==> src/rtl/iwdg_pkg.sv <==
// iwdg_pkg: IWDG key values, register offsets, field widths and kicker FSM states
package iwdg_pkg;
  localparam logic [15:0] KEY_ACCESS = 16'h5555;
  localparam logic [15:0] KEY_RELOAD = 16'hAAAA;
  localparam logic [15:0] KEY_COUNT = 16'hCCCC;
  localparam logic [31:0] OFS_KR = 32'h0;
  localparam logic [31:0] OFS_PR = 32'h4;
  localparam logic [31:0] OFS_RLR = 32'h8;
  localparam logic [31:0] OFS_ST = 32'hC;
  localparam int PR_W = 3;
  localparam int RLR_W = 12;
  typedef enum logic [3:0] {
    S_IDLE, S_UNLOCK, S_WR_PR, S_WR_RLR, S_POLL, S_RELOAD, S_COUNT, S_WAIT, S_KICK, S_ERR
  } state_t;
endpackage

==> src/rtl/wb_single_access.sv <==
// wb_single_access: one registered Wishbone access per request, aborted after ACK_TIMEOUT cycles
module wb_single_access #(
  parameter int AW = 32,
  parameter int DW = 16,
  parameter int ACK_TIMEOUT = 16
) (
  input  logic          clk,
  input  logic          rst,
  input  logic          req,
  input  logic          req_we,
  input  logic [AW-1:0] req_adr,
  input  logic [DW-1:0] req_dat,
  input  logic          ack,
  input  logic [DW-1:0] rd_dat,
  output logic          cyc,
  output logic          stb,
  output logic          we,
  output logic [AW-1:0] adr,
  output logic [DW-1:0] dat,
  output logic          done,
  output logic          timeout,
  output logic [DW-1:0] rdata
);
  localparam int TW = $clog2(ACK_TIMEOUT + 1);
  logic [TW-1:0] cnt;
  always_ff @(posedge clk) begin
    if (rst) begin
      cyc <= 1'b0;
      stb <= 1'b0;
      we <= 1'b0;
      adr <= '0;
      dat <= '0;
      cnt <= '0;
      done <= 1'b0;
      timeout <= 1'b0;
      rdata <= '0;
    end else begin
      done <= 1'b0;
      timeout <= 1'b0;
      if (cyc) begin
        // bus returns to all-zero on completion so an aborted access leaves nothing driven
        if (ack || cnt == TW'(ACK_TIMEOUT - 1)) begin
          cyc <= 1'b0;
          stb <= 1'b0;
          we <= 1'b0;
          adr <= '0;
          dat <= '0;
          done <= ack;
          timeout <= !ack;
          if (ack) rdata <= rd_dat;
        end
        cnt <= cnt + TW'(1);
      end else if (req) begin
        cyc <= 1'b1;
        stb <= 1'b1;
        we <= req_we;
        adr <= req_adr;
        dat <= req_dat;
        cnt <= '0;
      end
    end
  end
endmodule

==> src/rtl/iwdg_wb_kicker.sv <==
// iwdg_wb_kicker: configures the IWDG over Wishbone and refreshes it while healthy.
// IWDG_KICKER_ST_POLL_EN adds polling of ST after the RLR write.
module iwdg_wb_kicker
  import iwdg_pkg::*;
#(
  parameter logic [31:0] BASE_ADR = 32'h0100_0000,
  parameter int DAT_SIZE = 16,
  parameter int IWDG_PR_SIZE = 3,
  parameter int IWDG_RLR_SIZE = 12,
  parameter int KICK_PERIOD = 64,
  parameter int ACK_TIMEOUT = 16
) (
  input  logic                     clk,
  input  logic                     rst,
  input  logic                     start,
  input  logic [IWDG_PR_SIZE-1:0]  cfg_pr,
  input  logic [IWDG_RLR_SIZE-1:0] cfg_rlr,
  input  logic                     healthy,
  output logic                     cyc_m2s,
  output logic                     stb_m2s,
  output logic                     we_m2s,
  output logic [31:0]              adr_m2s,
  output logic [DAT_SIZE-1:0]      dat_m2s,
  input  logic [DAT_SIZE-1:0]      dat_s2m,
  input  logic                     ack_s2m,
  output logic                     running,
  output logic                     bus_err,
  output logic [15:0]              kick_cnt
);
  localparam int PW = $clog2(KICK_PERIOD);
`ifdef IWDG_KICKER_ST_POLL_EN
  localparam state_t RLR_NEXT = S_POLL;
`else
  localparam state_t RLR_NEXT = S_RELOAD;
`endif
  state_t state;
  logic [PW-1:0] pcnt;
  logic [IWDG_PR_SIZE-1:0] pr_q;
  logic [IWDG_RLR_SIZE-1:0] rlr_q;
  logic req, req_we, done, timeout, st_busy;
  logic [31:0] req_adr;
  logic [DAT_SIZE-1:0] req_dat, rdata;
  // a busy ST read relaunches on its done cycle, leaving exactly one idle cycle between reads
  always_comb begin
    st_busy = |(rdata & DAT_SIZE'(3));
    req = (state inside {S_UNLOCK, S_WR_PR, S_WR_RLR, S_POLL, S_RELOAD, S_COUNT, S_KICK}) &&
          !cyc_m2s && !timeout && (!done || (state == S_POLL && st_busy));
    req_we = state != S_POLL;
    req_adr = BASE_ADR + (state == S_WR_PR ? OFS_PR : state == S_WR_RLR ? OFS_RLR :
                          state == S_POLL ? OFS_ST : OFS_KR);
    req_dat = state == S_UNLOCK ? DAT_SIZE'(KEY_ACCESS) : state == S_WR_PR ? DAT_SIZE'(pr_q) :
              state == S_WR_RLR ? DAT_SIZE'(rlr_q) : state == S_COUNT ? DAT_SIZE'(KEY_COUNT) :
              state == S_POLL ? '0 : DAT_SIZE'(KEY_RELOAD);
  end
  wb_single_access #(.AW(32), .DW(DAT_SIZE), .ACK_TIMEOUT(ACK_TIMEOUT)) u_acc (
    .clk(clk), .rst(rst), .req(req), .req_we(req_we), .req_adr(req_adr), .req_dat(req_dat),
    .ack(ack_s2m), .rd_dat(dat_s2m), .cyc(cyc_m2s), .stb(stb_m2s), .we(we_m2s), .adr(adr_m2s),
    .dat(dat_m2s), .done(done), .timeout(timeout), .rdata(rdata)
  );
  always_ff @(posedge clk) begin
    if (rst) begin
      state <= S_IDLE;
      pcnt <= '0;
      pr_q <= '0;
      rlr_q <= '0;
      running <= 1'b0;
      bus_err <= 1'b0;
      kick_cnt <= '0;
    end else if (timeout) begin
      state <= S_ERR;
      bus_err <= 1'b1;
      running <= 1'b0;
    end else begin
      case (state)
        S_IDLE, S_ERR: if (start) begin
          state <= S_UNLOCK;
          bus_err <= 1'b0;
          pr_q <= cfg_pr;
          rlr_q <= cfg_rlr;
        end
        S_UNLOCK: if (done) state <= S_WR_PR;
        S_WR_PR: if (done) state <= S_WR_RLR;
        S_WR_RLR: if (done) state <= RLR_NEXT;
        S_POLL: if (done && !st_busy) state <= S_RELOAD;
        S_RELOAD: if (done) state <= S_COUNT;
        S_COUNT: if (done) begin
          state <= S_WAIT;
          running <= 1'b1;
          pcnt <= PW'(KICK_PERIOD - 1);
        end
        S_WAIT: if (pcnt != '0) pcnt <= pcnt - PW'(1);
                else if (healthy) state <= S_KICK;
                else pcnt <= PW'(KICK_PERIOD - 1);
        S_KICK: if (done) begin
          state <= S_WAIT;
          kick_cnt <= kick_cnt + 16'd1;
          pcnt <= PW'(KICK_PERIOD - 1);
        end
        default: state <= S_IDLE;
      endcase
    end
  end
endmodule

==> config.mk <==
export PLATFORM = sky130hd
export DESIGN_NAME = iwdg_wb_kicker
export DESIGN_NICKNAME = d
export VERILOG_FILES = /design/src/rtl/iwdg_pkg.sv /design/src/rtl/wb_single_access.sv /design/src/rtl/iwdg_wb_kicker.sv
export SDC_FILE = /design/constraint.sdc
export NUM_CORES = 1
export LEC_CHECK = 0
export ABC_AREA = 1
export ABC_CLOCK_PERIOD_IN_PS = 2100
export CORE_MARGIN = 2
export CORE_UTILIZATION = 36
export CTS_CLUSTER_DIAMETER = 150
export DETAILED_ROUTE_END_ITERATION = 10
export GPL_ROUTABILITY_DRIVEN = 0
export GPL_TIMING_DRIVEN = 0
export HOLD_SLACK_MARGIN = 0.12
export SYNTH_ARGS = -nofsm -noshare
export SYNTH_HDL_FRONTEND = slang
export SYNTH_HIERARCHICAL = 1
export SYNTH_SLANG_ARGS = --single-unit
==> constraint.sdc <==
create_clock -name clk -period 2.1 [get_ports clk]
set_clock_uncertainty 0.1 [all_clocks]
set_input_delay 0.315 -clock clk [delete_from_list [all_inputs] [get_ports clk]]
set_output_delay 0.315 -clock clk [all_outputs]
set_load 0.01 [all_outputs]
Yosys cells after proc, flatten, opt, wreduce, memory -nomap -nowiden
Index checks and enable logic that the tools add are counted.
{"block": "word_totals", "output_inout_bits": 69, "inputBits": 36, "word_cells": 130, "register_bits": 103}
{"block": "classes", "muxes": 42, "eq_ne": 31, "n_reduce_logical": 33, "n_addsub": 4, "n_bitwise": 3}
{"cell": "$mux W16", "count": 8}
{"cell": "$mux W32", "count": 3}
{"cell": "$mux W4", "count": 13}
{"cell": "$pmux W4 S8", "count": 1}
{"cell": "$add A25 B4 Y26 const A", "count": 1}
{"cell": "$mux W6", "count": 3}
{"cell": "$ne A3 B1 Y1 const B", "count": 6}
{"cell": "$reduce_and A9 Y1", "count": 2}
{"cell": "$add A16 B1 Y16 const B", "count": 1}
{"cell": "$eq A4 B3 Y1 const B", "count": 4}
{"cell": "$ne A2 B1 Y1 const B", "count": 6}
{"cell": "$pmux W6 S2", "count": 1}
{"cell": "$mux W1", "count": 11}
{"cell": "$mux W5", "count": 2}
{"cell": "$ne A3 B2 Y1 const B", "count": 3}
{"cell": "$reduce_and A3 Y1", "count": 3}
{"cell": "$eq A4 B2 Y1 const B", "count": 2}
{"cell": "$eq A4 B4 Y1 const B", "count": 2}
{"cell": "$ne A2 B2 Y1 const B", "count": 4}
{"cell": "$reduce_bool A2 Y1", "count": 4}
{"cell": "$reduce_or A2 Y1", "count": 4}
{"cell": "$reduce_bool A7 Y1", "count": 1}
{"cell": "$reduce_and A2 Y1", "count": 3}
{"cell": "$reduce_bool A6 Y1", "count": 1}
{"cell": "other kinds (13)", "count": 24}

Longest topological paths before layout
{"block": "depth", "ltp_word": 8, "ltp_mapped": 11, "mapped_depth_nobuf": 11}

Hierarchy
The synthesis kept the hierarchy.
{"module": "wb_single_access", "instances": 1, "area_per_inst_um2": 2861.5, "seq_area_each_um2": 1481.4, "cells_per_inst": 338}
{"module": "iwdg_wb_kicker", "instances": 1, "area_per_inst_um2": 2373.5, "seq_area_each_um2": 860.8, "cells_per_inst": 368}

Worst setup path after synthesis
OpenSTA, ideal clock, no wires.
{"block": "synth_timing", "path_type": "reg2reg", "start": "register state[3]", "end": "register u_acc.cnt[3]", "required_ps": 1886, "stages_incl_launch_ff": 10, "synth_period_minus_slack_ps": 2202, "path_slack_ps": -102, "arrival_ps": 1988, "path_buffers": 1, "setup_ps": 114, "cell_sequence": "dfxtp_1 nor2_1 nand2_1 nand2_1 nor2_1 a311oi_1 nand2_8 buf_4 a21oi_1 nor2_1"}
{"block": "synth_between", "elab_chain_cells": 6, "word_cells_on_any_way": 14, "classes_between": "7 x eq/ne; 7 x reduce/logical"}
{"item": "from (decl)", "line_no": "iwdg_wb_kicker.sv:36", "rtl": "state_t state;"}
{"item": "from (signal assigned)", "line_no": "iwdg_wb_kicker.sv:62", "rtl": "state <= S_IDLE;"}
{"item": "from (signal assigned)", "line_no": "iwdg_wb_kicker.sv:70", "rtl": "state <= S_ERR;"}
{"item": "from (signal assigned)", "line_no": "iwdg_wb_kicker.sv:76", "rtl": "state <= S_UNLOCK;"}
{"item": "$eq A4 B1 Y1, or another cell as far along", "line_no": "iwdg_wb_kicker.sv:46", "rtl": "req = (state inside {S_UNLOCK, S_WR_PR, S_WR_RLR, S_POLL, S_RELOAD, S_COUNT, S_KICK}) &&"}
{"item": "$reduce_bool A7 Y1", "line_no": "iwdg_wb_kicker.sv:46"}
{"item": "$logic_and A1 B1 Y1", "line_no": "iwdg_wb_kicker.sv:46"}
{"item": "$logic_and A1 B1 Y1", "line_no": "iwdg_wb_kicker.sv:47", "rtl": "!cyc_m2s && !timeout && (!done || (state == S_POLL && st_busy));"}
{"item": "$logic_and A1 B1 Y1 (*)", "line_no": "iwdg_wb_kicker.sv:47"}
{"item": "via req", "line_no": "iwdg_wb_kicker.sv:40", "rtl": "logic req, req_we, done, timeout, st_busy;"}
{"item": "$reduce_bool A2 Y1 (no line) (*)"}
{"item": "to (signal assigned)", "line_no": "wb_single_access.sv:52", "rtl": "cnt <= cnt + TW'(1);"}
{"item": "to (decl)", "line_no": "wb_single_access.sv:25", "rtl": "logic [TW-1:0] cnt;"}
The timed path passes the listed nets; every way through them passes the cells marked *.
A chain may end at the register's enable or synchronous reset.

Final worst setup path
{"block": "layout_timing", "start": "register state[0]", "end": "register u_acc.dat[2]"}
{"block": "layout_between", "elab_chain_cells": 7, "word_cells_on_any_way": 21, "classes_between": "7 x eq/ne; 6 x mux; 8 x reduce/logical"}
{"item": "$eq A4 B1 Y1, or another cell as far along", "line_no": "iwdg_wb_kicker.sv:46"}
{"item": "$reduce_bool A7 Y1", "line_no": "iwdg_wb_kicker.sv:46"}
{"item": "$logic_and A1 B1 Y1", "line_no": "iwdg_wb_kicker.sv:46"}
{"item": "$logic_and A1 B1 Y1", "line_no": "iwdg_wb_kicker.sv:47"}
{"item": "$logic_and A1 B1 Y1 (*)", "line_no": "iwdg_wb_kicker.sv:47"}
{"item": "via req", "line_no": "iwdg_wb_kicker.sv:40"}
{"item": "$reduce_bool A2 Y1 (no line) (*)"}
{"item": "$reduce_and A2 Y1 (no line) (*)"}
{"item": "to (signal assigned)", "line_no": "wb_single_access.sv:58", "rtl": "dat <= req_dat;"}
{"item": "to (decl)", "line_no": "wb_single_access.sv:19", "rtl": "output logic [DW-1:0] dat,"}
The timed path passes the listed nets; every way through them passes the cells marked *. The select of a mux whose other input is x is not followed.

==> reports/qor.yml <==
post_drt_wl_per_cell_um: 12.8
final.setup.worst_slack_ns: 0.0546
core-area_sq_mm: 0.0131
viasPerCell: 4.75
syn_area_sq_mm: 0.00477
drc: 0
die_h_um: 119
pre_cts_ws_ns: -0.347
worst_pin_slew_ns: 0.543
wirelength_um: 12300
cts-htree-levels: 3
clk_latency_ns: 0.35
cp.arrival_ns: 2.22
min_delay_worst_endpoint: "u_acc/we$_SDFFE_PP0P_"
num_vias: 4565
hp-start: "rst"
reg2reg_slack_ns: 0.05
diodes: 0
floorplan.rows: 42
syn_to_final_growth_pct: 34.7
clockPowerShare: 0.217
drtPass1Iterations: 5
fin_area_sq_mm: 0.00643
grt_overflow: 0
maxCapViolations: 0
hold_buffers: 0
hold_slack_ns: 0.134
cts_tree: "done"
max_slew_margin: 0.638
whs_path_depth: 2
cts_max_path_buffers: 2
p_per_area_mw_per_mm2: 1230
dp_hpwl_um: 9190
cts.sinks: 103
grt_pass1_wl_um: 20400
worstSetupEndpointType: "flip-flop"
drtIter0Drc: 283
netlist_instances: 649
drv_slew: 0
initial_core_util: 0.365
cts_made_buffers: 9
grt_pass1_vias: 4357
fmax_ghz: 0.489
crit_path_start_kind: "flip-flop"
power_mw: 7.93
hold_viol: 0
sw_frac_of_total: 0.368
hp-class: "in -> reg"
setup_tns_ns: 0
timing.rr.start: "state[0]$_SDFFE_PP0P_"
num_io_pins: 105
synth.avg_cell_area_sq_um: 7.35
combPwrFrac: 0.439
status: "finished, final reports clean"
cts_root_buffer: "clkbuf_16"
power.switching_mw: 2.92
r2r_end: "u_acc/dat[2]$_SDFFE_PP0P_"
drive_gt1_frac: 0.126
antenna_found_initial: 0
clkTransAtPathRegs_ns: 0.07
place_area_sq_mm: 0.00599
leakagePower_nw: 2.54
grt_usage: 0.178
min_period_ns: 2.05
final_net_count: 822
ir_drop_mv: 0.474
intPower_mw: 5.01
dp_cells: 942
grt_max_degree: 17
cp_data_required_time_ns: 2.27
final_core_util: 0.491
crit_type: "reg -> reg"
reg2regPathDepth: 12
critPathMaxFanout: 10
ant_nets: 0
final_cell_mix: "nand2_1, dfxtp_1, nor2_1, clkdlybuf4s50_1, a21oi_1"
die_x_um: 119
setup-violations-final: 0
min_period_over_period: 0.974
die-area_sq_mm: 0.0142
p_seq_frac: 0.344
stdcell_count: 962
port_buffers: 89
yosys_warnings: 6
mostFrequentLayoutCell: "nand2_1"
==> flip-flops by register name (all words and copies together) (netlist names) <==
| signal | flops |
|---|---|
| u_acc/adr | 32 |
| kick_cnt | 16 |
| u_acc/dat | 16 |
| rlr_q | 12 |
| pcnt | 6 |
| u_acc/cnt | 5 |
| state | 4 |
| pr_q | 3 |
| u_acc/rdata | 2 |
| bus_err | 1 |
| running | 1 |
| u_acc/cyc | 1 |
| u_acc/done | 1 |
| u_acc/stb | 1 |
| u_acc/timeout | 1 |
| u_acc/we | 1 |
==> power by group through the flow <==
stage | sequential (mW) | combinational (mW) | clock (mW)
after global placement | 2.73 | 3.23 | 0
after floorplan | 2.82 | 2.02 | 0
after global routing | 2.79 | 3.84 | 1.86
after CTS | 2.71 | 3.33 | 1.78
final | 2.73 | 3.48 | 1.72
after detailed placement | 2.74 | 3.27 | 0
==> critical path, stage by stage, from the launching register on <==
cell	delay, ns
dfxtp_4	0.40
inv_2	0.07
nor2_2	0.19
nand2_2	0.10
nand2_2	0.11
nor2_2	0.06
a311oi_2	0.22
buf_4	0.18
nand2_8	0.08
inv_8	0.09
buf_8	0.13
nand2_1	0.05
a21oi_1	0.17
==> worst max path at each step <==
| stage | cells after the start | slack (ns) | end | start |
|---|---|---|---|---|
| 2_1_floorplan | 9 | 0.1 | u_acc/cnt[3]$_SDFFE_PP0P_ | state[3]$_SDFFE_PP0P_ |
| 3_3_place_gp | 10 | -0.30 | u_acc/dat[7]$_SDFFE_PP0P_ | state[3]$_SDFFE_PP0P_ |
| 3_5_place_dp | 10 | -0.35 | u_acc/dat[6]$_SDFFE_PP0P_ | state[3]$_SDFFE_PP0P_ |
| 4_1_cts | 12 | 0.004 | u_acc/dat[2]$_SDFFE_PP0P_ | state[1]$_SDFFE_PP0P_ |
| 5_1_grt | 12 | -0.04 | u_acc/dat[13]$_SDFFE_PP0P_ | state[0]$_SDFFE_PP0P_ |
| 6_report | 12 | 0.05 | u_acc/dat[2]$_SDFFE_PP0P_ | state[0]$_SDFFE_PP0P_ |
==> layer usage <==
| metal | share of wire | track usage | vias to the layer above |
|---|---|---|---|
| li1 | - | - | 2398 |
| met1 | 0.45 | 0.216 | 2053 |
| met2 | 0.49 | 0.306 | 103 |
| met3 | 0.044 | 0.0479 | 11 |
| met4 | 0.012 | 0.0528 | 0 |
| met5 | 0 | 0 | - |
==> final cells by class <==
cell class                 count  area, sq um
fill                        1292         6660
multi-input combinational    491         2440
sequential                   103         2070
timing repair buffer          93          921
buffer                        37          282
clock buffer                  11          253
tap                          176          220
inverter                      46          188
clock inverter                 5         56.3
==> repair_timing <==
action / CTS / global route
pin swaps: 1 / 4
hold endpoints to repair: 0 / 0
setup endpoints to repair: 56 / 55
setup buffers: 2 / 2
gates resized for setup: 9 / 25
(Power assumes the default switching activity.)
